$ cat src/rtl/async_fifo.sv
// Single-clock FIFO buffer (name kept for compatibility) with asynchronous active-low reset.
// Wrap-bit pointers give full/empty without an occupancy counter; storage has no reset so it maps to block RAM.
module async_fifo #(
    parameter int FIFO_WIDTH = 8,
    parameter int FIFO_DEPTH = 16,
    parameter int ADDR_WIDTH = 4
) (
    input  logic                  clk,
    input  logic                  n_rst,
    input  logic                  wr_en,
    input  logic [FIFO_WIDTH-1:0] din,
    input  logic                  rd_en,
    output logic [FIFO_WIDTH-1:0] dout,
    output logic                  full,
    output logic                  empty
);

    localparam logic [ADDR_WIDTH:0] PTR_ONE = (ADDR_WIDTH+1)'(1);

    logic [FIFO_WIDTH-1:0] r_mem [FIFO_DEPTH];
    logic [ADDR_WIDTH:0]   r_wr_ptr;
    logic [ADDR_WIDTH:0]   r_rd_ptr;
    logic [FIFO_WIDTH-1:0] r_dout;

    logic                  w_wr_accept;
    logic                  w_rd_accept;
    logic [ADDR_WIDTH-1:0] w_wr_addr;
    logic [ADDR_WIDTH-1:0] w_rd_addr;

    assign w_wr_addr = r_wr_ptr[ADDR_WIDTH-1:0];
    assign w_rd_addr = r_rd_ptr[ADDR_WIDTH-1:0];

    // Flags come straight from the registered pointers, so they are valid for the whole cycle.
    assign empty = (r_wr_ptr == r_rd_ptr);
    assign full  = (r_wr_ptr[ADDR_WIDTH] != r_rd_ptr[ADDR_WIDTH]) && (w_wr_addr == w_rd_addr);

    assign w_wr_accept = wr_en && !full;
    assign w_rd_accept = rd_en && !empty;

    always_ff @(posedge clk) begin
        if (w_wr_accept) begin
            r_mem[w_wr_addr] <= din;
        end
    end

    always_ff @(posedge clk or negedge n_rst) begin
        if (!n_rst) begin
            r_wr_ptr <= '0;
            r_rd_ptr <= '0;
            r_dout   <= '0;
        end else begin
            if (w_wr_accept) begin
                r_wr_ptr <= r_wr_ptr + PTR_ONE;
            end
            // Read is taken from the pre-edge contents: no write-through when empty.
            if (w_rd_accept) begin
                r_dout   <= r_mem[w_rd_addr];
                r_rd_ptr <= r_rd_ptr + PTR_ONE;
            end
        end
    end

    assign dout = r_dout;

endmodule

$ cat config.mk
export PLATFORM = sky130hd
export DESIGN_NAME = async_fifo
export DESIGN_NICKNAME = d
export VERILOG_FILES = /design/src/rtl/async_fifo.sv
export SDC_FILE = /design/constraint.sdc
export NUM_CORES = 1
export LEC_CHECK = 0
export CORE_ASPECT_RATIO = 0.75
export CORE_MARGIN = 3
export CORE_UTILIZATION = 54
export DETAILED_ROUTE_END_ITERATION = 6
export MAX_ROUTING_LAYER = met4
export PLACE_DENSITY = 0.74
export SYNTH_ARGS = -nofsm -noshare
export SYNTH_HDL_FRONTEND = slang
export SYNTH_SLANG_ARGS = --single-unit
$ cat constraint.sdc
create_clock -name clk -period 2 [get_ports clk]
set_input_delay 0.6 -clock clk [delete_from_list [all_inputs] [get_ports clk]]
set_output_delay 0.6 -clock clk [all_outputs]
set_load 0.02 [all_outputs]
# == Word level (Yosys, flattened, before mapping) ==
# Memory sizes are Yosys's and may differ from the RTL's. A register that Yosys moved wholly into a read port is not among the register bits.
# Cells that the tools add are included.
# totals
ramBits,128
inputBits,12
n_memories,1
elab_cells,16
out_inout_bits,10
ff_bits,10
# memory_table
memory,depth,word_bits,read_ports,rd_clocked_by_memory_dff,wr,line,text
r_mem,16,8,1,1,1,20,logic [FIFO_WIDTH-1:0] r_mem [FIFO_DEPTH];
# op_classes
n_eq_ne,3
n_reduce_logical,6
add_sub_neg,2
mux,2
# op_table
operator,n
5-bit by 1-bit adder with 5-bit output (second input constant),2
5-bit equality test,1
4-bit equality test,1
1-bit logical AND,3
1-bit logical NOT,3
1-bit two-way mux,2
1-bit != test,1

# == Longest topological paths before layout ==
# Gate-level depths: netlist of run 1.
# logic_depth
ltp_word,6
mapped_depth,7
mapped_depth_nobuf,4

# == Worst setup path after synthesis of run 1 ==
# Ideal clock, no wire load.
# synth_timing
kind,reg-to-reg
startpoint,reg r_rd_ptr[0]
endpoint,"mem r_mem[3][0], enable pin"
path_slack_ns,-0.076
arrival_ns,1.693
t_required_ns,1.617
n_path_buf,1
setup_time_ns,0.383
path_stages_with_launch,6
period_less_slack_ns,2.076
path_cell_list,dfrtp_1 buf_2 xnor2_1 nand4_2 o211ai_1 nor3_1
# synth_via
elab_chain_len,6
# synth_lines
element,line,text
start: declaration,22,logic [ADDR_WIDTH:0] r_rd_ptr;
start signal: assignment,58,r_rd_ptr <= r_rd_ptr + PTR_ONE;
4-bit equality test,35,assign full = (r_wr_ptr[ADDR_WIDTH] != r_rd_ptr[ADDR_WIDTH]) && (w_wr_addr == w_rd_addr);
1-bit logical AND,35,
1-bit logical NOT,37,assign w_wr_accept = wr_en && !full;
1-bit logical AND,37,
1-bit two-way mux,41,if (w_wr_accept) begin
1-bit two-way mux (not written as such),42,r_mem[w_wr_addr] <= din;
end: declaration,20,
# Every way passes these cells.

# == Worst setup path in the final report of run 1 ==
# layout_timing
startpoint,reg r_rd_ptr[1]
endpoint,"reg r_dout[2] (netlist: dout[2]), read port of r_mem"
# layout_via
elab_chain_len,3
# layout_lines
element,line,text
5-bit equality test,34,assign empty = (r_wr_ptr == r_rd_ptr);
1-bit logical NOT,38,assign w_rd_accept = rd_en && !empty;
1-bit logical AND,38,
end: declaration,23,logic [FIFO_WIDTH-1:0] r_dout;
# Several ways; a longest one is shown, not always the timed one.
# A chain may end at the register's enable or synchronous reset.

==> results of run 1 <==
## state kept, by name (all words and copies together), names as in the netlist
register  cells
dout          8
r_wr_ptr      5
r_rd_ptr      5
r_mem       128
## power groups by stage
stage          Combinational, mW  Clock, mW  Sequential (mW)
5_1_grt                     4.62       3.55             4.10
3_3_place_gp                3.77          0             4.05
2_1_floorplan               2.29          0             4.09
3_5_place_dp                3.87          0             4.08
4_1_cts                     4.13       3.40             4.05
6_report                    4.38       3.38             4.07
## layer usage
metal,vias up,wire length (um),share of wire
met2,160,6470,0.47
li1,1400,-,-
met5,-,0,0
met3,17,1150,0.082
met4,0,155,0.011
met1,1740,6140,0.44
## through the flow
stage | std cells | instance area [um2]
finish | 540 | 7630
global route | 540 | 7630
CTS | 535 | 7550
detailed placement | 499 | 6820
global placement | 499 | 6820
floorplan | 301 | 5960
## worst max-delay path, stage by stage, from the launching register on
cell and delay, ns:
dfrtp_2 0.52, clkbuf_16 0.23, mux4_2 0.51, mux2_4 0.29, a22o_1 0.22, mux2_2 0.26
## cells in the final DEF, fill, tap and decap left out, types with 5 or more instances in the layout
| cell | instances |
|---|---|
| a221oi_1 | 6 |
| a22o_1 | 8 |
| and3_1 | 9 |
| and3_4 | 5 |
| buf_12 | 12 |
| buf_4 | 48 |
| clkbuf_16 | 18 |
| clkdlybuf4s50_1 | 12 |
| dfrtp_1 | 16 |
| dlygate4sd2_1 | 7 |
| edfxtp_1 | 128 |
| ha_1 | 5 |
| mux2_2 | 10 |
| mux2_4 | 8 |
| mux2i_1 | 16 |
| mux4_2 | 23 |
| nand2b_1 | 6 |
| xnor2_1 | 12 |
## how the worst max path moves through the flow
stage,start,end,slack [ns],depth (start not counted)
after floorplan,r_rd_ptr[0]$_DFFE_PN0P_,r_mem[0][0]$_DFFE_PP_,0.03,6
after detailed placement,wr_en,r_mem[11][1]$_DFFE_PP_,-0.18,5
after global routing,r_rd_ptr[1]$_DFFE_PN0P_,empty,-0.20,4
after CTS,r_rd_ptr[1]$_DFFE_PN0P_,dout[5]$_DFFE_PN0P_,-0.12,5
final,r_rd_ptr[1]$_DFFE_PN0P_,dout[2]$_DFFE_PN0P_,-0.15,5
after global placement,wr_en,r_mem[11][5]$_DFFE_PP_,-0.16,5
## logic make-up (layout without fill, tap and decap cells)
kind of cell | Yosys count | count (layout) | share of synthesized area
multiplexers | 58 | 58 | 0.160
flip-flops | 146 | 146 | 0.721
XOR/XNOR | 14 | 14 | 0.0206
buffers and inverters | 19 | 121 | 0.0164
AO/OA/AOI/OAI | 24 | 24 | 0.0355
adder cells (fa/ha/maj) | 5 | 5 | 0.0105
AND/OR/NAND/NOR | 35 | 35 | 0.0359
other | 0 | 1 | 0
## Yosys cell counts, drive strengths merged
master / n / share of area
nand4: 1 / 0.0021
nor3: 1 / 0.00084
mux2: 18 / 0.034
mux2i: 16 / 0.027
buf: 10 / 0.011
nor2b: 5 / 0.0053
o211ai: 4 / 0.0050
xnor2: 13 / 0.019
nor2: 4 / 0.0025
inv: 3 / 0.0019
a221oi: 8 / 0.012
and2: 2 / 0.0021
o21ai: 1 / 0.0027
o2111ai: 2 / 0.0029
and3: 14 / 0.015
ha: 5 / 0.011
xor2: 1 / 0.0015
o21a: 1 / 0.0013
mux4: 24 / 0.099
edfxtp: 128 / 0.65
nand2b: 8 / 0.0084
a22o: 8 / 0.012
dfrtp: 18 / 0.076
clkbuf: 6 / 0.0040
## layout make-up
cell class | count | area [um2]
Antenna cell | 1 | 2.50
Clock buffer | 19 | 453
Clock inverter | 13 | 181
Fill cell | 619 | 2900
Inverter | 3 | 11.3
Multi-Input combinational cell | 136 | 1620
Sequential cell | 146 | 4300
Tap cell | 136 | 170
Timing Repair Buffer | 86 | 895
## timing repair
item / CTS / global route
setup buffers: 3 / 3
pin swaps: 3 / 9
cloned: 1 / 1
endpoints found under the hold margin: 0 / 0
endpoints found under the setup margin: 33 / 132
gates resized for setup: 43 / 16
hold buffers: 0 / 0
==> impl_metrics.toml, run 1 <==
[power_and_ir_drop]
seqPwrFrac = 0.344
powerDensity_nw_per_um2 = 1550
power_frac_comb = 0.370
report.power.total_mw = 11.8
clockPowerShare = 0.286
p_sw_mw = 3.62
power.leakage_nw = 2.80
p_sw_frac = 0.306
p_int_mw = 8.22
vdd_drop_max_mv = 0.978

[die]
die_h_um = 96.9
die-area_um2 = 12300
ios = 22
die_x_um = 127
core_area_um2 = 10500
core.rowCount = 32
initial_utilization = 0.565

[global_routing]
grtUsageMet2 = 0.342
antenna_found_initial = 1
grt_pass1_vias = 3395
use_met1 = 0.334
grt_max_degree = 22
overflow = 0
gr-usage-all-layers = 0.242
grt_busiest_layer = "met2"
use_met3 = 0.0894
grt_pass1_wl_um = 20700

[route]
drc_errors = 0
routed_wl_um = 13900
drt_iter0_drc = 382
firstDrtPassIters = 4
ant_nets = 0
viasPerCell = 6.14
vias = 3317
routedWlPerCell_um = 25.8

[synth]
synth-seq-area-share = 0.721
ys_types = 29
synth_nets = 318
ys_ff_latch = 146
syn_avg_cell_area_um2 = 19.8
postSynthCellCount = 301
yosysWarnings = 0
synth.cell_area_um2 = 5950

[placement]
place_ws_ns = -0.183
io_buffers = 21
gp_congestion = 0.823
place_hpwl_um = 8560

[critical_path]
reg2reg_to = "dout[2]$_DFFE_PN0P_"
reg2reg_from = "r_rd_ptr[1]$_DFFE_PN0P_"
r2r_cells = 5
path_class = "reg2reg"
critPathCaptureType = "register"
cp_max_fo = 6
critPathRequiredTime_ns = 2.30
reg2reg_slack_ns = -0.15
worst_setup_path_start_kind = "register"
crit_arrival_ns = 2.46

[clock_network]
htreeDepth = 4
clockRootBuffer = "clkbuf_16"
cts_inserted_buffers = 17
cts_tree = "done"
numClockSinks = 146
clk_pin_slew_ns = 0.06
worstSkewPairLatency_ns = 0.42
clk_path_buf_depth = 2

[sta]
tightestPinTransition_ns = 0.597
maxSlewViolCount = 0
setup_viol = 110
rsz0062_at_grt = "yes"
hold_viol = 0
clock.fmax_ghz = 0.464
setup_slack_ns = -0.153
period_share = 1.08
holdWs_ns = 0.523
tns_ns = -8.55
layout_min_cycle_time_ns = 2.15
timing.slew.headroom = 0.601
fin_skew_ns = 0.0102

[layout]
fin_nets = 407
drive_gt1_frac = 0.395
fin_util = 0.725
syn2layout_area_growth_pct = 28.2

[run]
maxCapViolCount = 0

[run_status]
violations = "negative setup slack"
status = "finished with violations"

[min_path]
whs_endpoint = "dout[3]$_DFFE_PN0P_"
hold_depth = 1
min_path_type = "reg2reg"
min-delay-start = "dout[3]$_DFFE_PN0P_"
No activity file was read; power rests on OpenSTA's default activity.
==> inputs of run 2 (changes only) <==
GPL_ROUTABILITY_DRIVEN = 0   (was not set)
==> results of run 2 <==
Same layout as run 1: the final DEF is identical, and so are final timing and power.
==> inputs of run 3 (changes only) <==
ABC_CLOCK_PERIOD_IN_PS = 2000   (was not set)
RECOVER_POWER = 25   (was not set)
SLEW_MARGIN = 20   (was not set)
==> run 3 against run 2 <==
Final area shrank 0.15%. Register-to-register slack barely moved. First-iteration DRC count up 2.9%. Sequential power is essentially flat. Combinational power about the same. Core utilization fell by 0.11 points. Maximum frequency grew 0.22%. Critical path type unchanged. Worst hold slack lost 0.0012 ns. Via count is 0.30% higher. Largest power group unchanged. Sequential cell count unchanged. The flow still finishes with violations (negative setup slack). Critical path depth is the same.
==> impl_metrics.toml, run 3 (synthesized netlist as in run 1, its figures left out) <==
[run_status]
status = "finished with violations"
violations = "negative setup slack"

[global_routing]
grt_pass1_vias = 3395
antenna_found_initial = 1
overflow = 0
gr-usage-all-layers = 0.242
grt_max_degree = 22
grt_pass1_wl_um = 20700

[run]
maxCapViolCount = 0

[layout]
layout_common_cells = "edfxtp_1 (128), buf_4 (45), mux4_2 (23)"
final_area_um2 = 7620
top_register = "r_mem"
fin_util = 0.724
syn2layout_area_growth_pct = 28.0
layout_commonest_cell = "edfxtp_1"
nFillCells = 623
largest_reg_flops = 128
fin_nets = 407
drive_gt1_frac = 0.387

[placement]
place_hpwl_um = 8560
dpl_cell_area_um2 = 6820
place_ws_ns = -0.183
io_buffers = 21

[clock_network]
clk_pin_slew_ns = 0.06
clk_path_buf_depth = 2
worstSkewPairLatency_ns = 0.42
clockRootBuffer = "clkbuf_16"
htreeDepth = 4
numClockSinks = 146
cts_inserted_buffers = 17
cts_tree = "done"

[critical_path]
critPathCaptureType = "register"
crit_path_top_delay_cell = "dfrtp_2"
r2r_cells = 5
crit_chain = "clkbuf_16, mux4_2, mux2_4, a22o_1, mux2_2"
critPathRequiredTime_ns = 2.30
path_class = "reg2reg"
critPathMaxStageDelay_ns = 0.51
worst_setup_path_start_kind = "register"
cp_max_fo = 6
crit_arrival_ns = 2.45

[sta]
setup_slack_ns = -0.148
tightestPinTransition_ns = 1.29
setup_viol = 109
hold_viol = 0
timing.slew.headroom = 0.142
maxSlewViolCount = 0
period_share = 1.07
fin_skew_ns = 0.00986
clock.fmax_ghz = 0.465
layout_min_cycle_time_ns = 2.15
rsz0062_at_grt = "yes"

[min_path]
hold_depth = 1
min_path_type = "reg2reg"

[route]
ant_nets = 0
viasPerCell = 6.16
drc_errors = 0
drt_iter0_drc = 393
firstDrtPassIters = 4
routedWlPerCell_um = 25.8
vias = 3327
routed_wl_um = 13900

[die]
die_x_um = 127
core_area_um2 = 10500
initial_utilization = 0.565
ios = 22
core.rowCount = 32
die_h_um = 96.9
die-area_um2 = 12300

[power_and_ir_drop]
power_frac_comb = 0.370
p_sw_frac = 0.306
power.leakage_nw = 2.79
clockPowerShare = 0.286
p_int_mw = 8.21
vdd_drop_max_mv = 0.975
powerDensity_nw_per_um2 = 1550
seqPwrFrac = 0.344
p_sw_mw = 3.62
-- run 3: cell count changes in the layout (fill, tap and decap cells not counted) --
cell / before / now
buf_4: 48 / 45
clkdlybuf4s50_1: 12 / 9
clkbuf_1: 0 / 3
dlygate4sd3_1: 0 / 3
-- run 3: per-stage QoR --
| step | TNS [ns] | instances | hold slack (ns) | power, mW |
|---|---|---|---|---|
| detailed placement | -8.37 | 499 | 0.510 | 7.95 |
| global placement | -5.75 | 499 | 0.490 | 7.83 |
| floorplan | 0 | 301 | 0.304 | 6.38 |
| CTS | -2.90 | 535 | 0.523 | 11.6 |
| global route | -14.32 | 540 | 0.533 | 12.3 |
| finish | -8.71 | 540 | 0.521 | 11.8 |
-- run 3: worst paths after layout --
check                                         from                       to  slack [ns]
hold reg to reg                dout[2]$_DFFE_PN0P_      dout[2]$_DFFE_PN0P_        0.52
max in group asynchronous                    n_rst  r_rd_ptr[1]$_DFFE_PN0P_        0.17
setup / recovery           r_rd_ptr[1]$_DFFE_PN0P_      dout[2]$_DFFE_PN0P_       -0.15
setup reg to reg           r_rd_ptr[1]$_DFFE_PN0P_      dout[2]$_DFFE_PN0P_       -0.15
min in group asynchronous                    n_rst  r_rd_ptr[2]$_DFFE_PN0P_        0.98
hold / removal                 dout[2]$_DFFE_PN0P_      dout[2]$_DFFE_PN0P_        0.52
-- run 3: worst max-delay path, delay by kind of cell (launching register included) --
kind | cells | cell delay [ns]
AO/OA/AOI/OAI | 1 | 0.22
buffers and inverters | 1 | 0.23
flip-flops | 1 | 0.51
multiplexers | 3 | 1.06
-- run 3: layout make-up --
| class | instances | area, um2 | area share |
|---|---|---|---|
| clock buffers | 19 | 453 | 0.0594 |
| well taps | 136 | 170 | 0.0223 |
| clock inverters | 13 | 181 | 0.0238 |
| repair buffers | 86 | 883 | 0.116 |
| multi-input cells | 136 | 1620 | 0.213 |
| inverters | 3 | 11.3 | 0.00148 |
| diodes | 1 | 2.50 | 0.000328 |
| flip-flops and latches | 146 | 4300 | 0.564 |
-- run 3: power by group through the flow --
stage	sequential [mW]	clock [mW]	combinational [mW]
2_1_floorplan	4.09	0	2.29
3_3_place_gp	4.05	0	3.77
3_5_place_dp	4.08	0	3.87
6_report	4.07	3.38	4.38
5_1_grt	4.10	3.55	4.62
4_1_cts	4.05	3.40	4.13
-- run 3: routing by layer --
layer / vias up / GRT usage / wire (um)
li1: 1399 / - / -
met1: 1751 / 0.334 / 6070
met2: 157 / 0.342 / 6450
met3: 20 / 0.0894 / 1200
met4: 0 / 0.0709 / 190
met5: - / - / 0
-- run 3: what timing repair did --
item                       in CTS  in global routing
setup endpoints to repair      33                132
pin swaps                       3                  9
setup buffers                   3                  3
gates cloned                    1                  1
resized for setup              43                 16
hold buffers                    0                  0
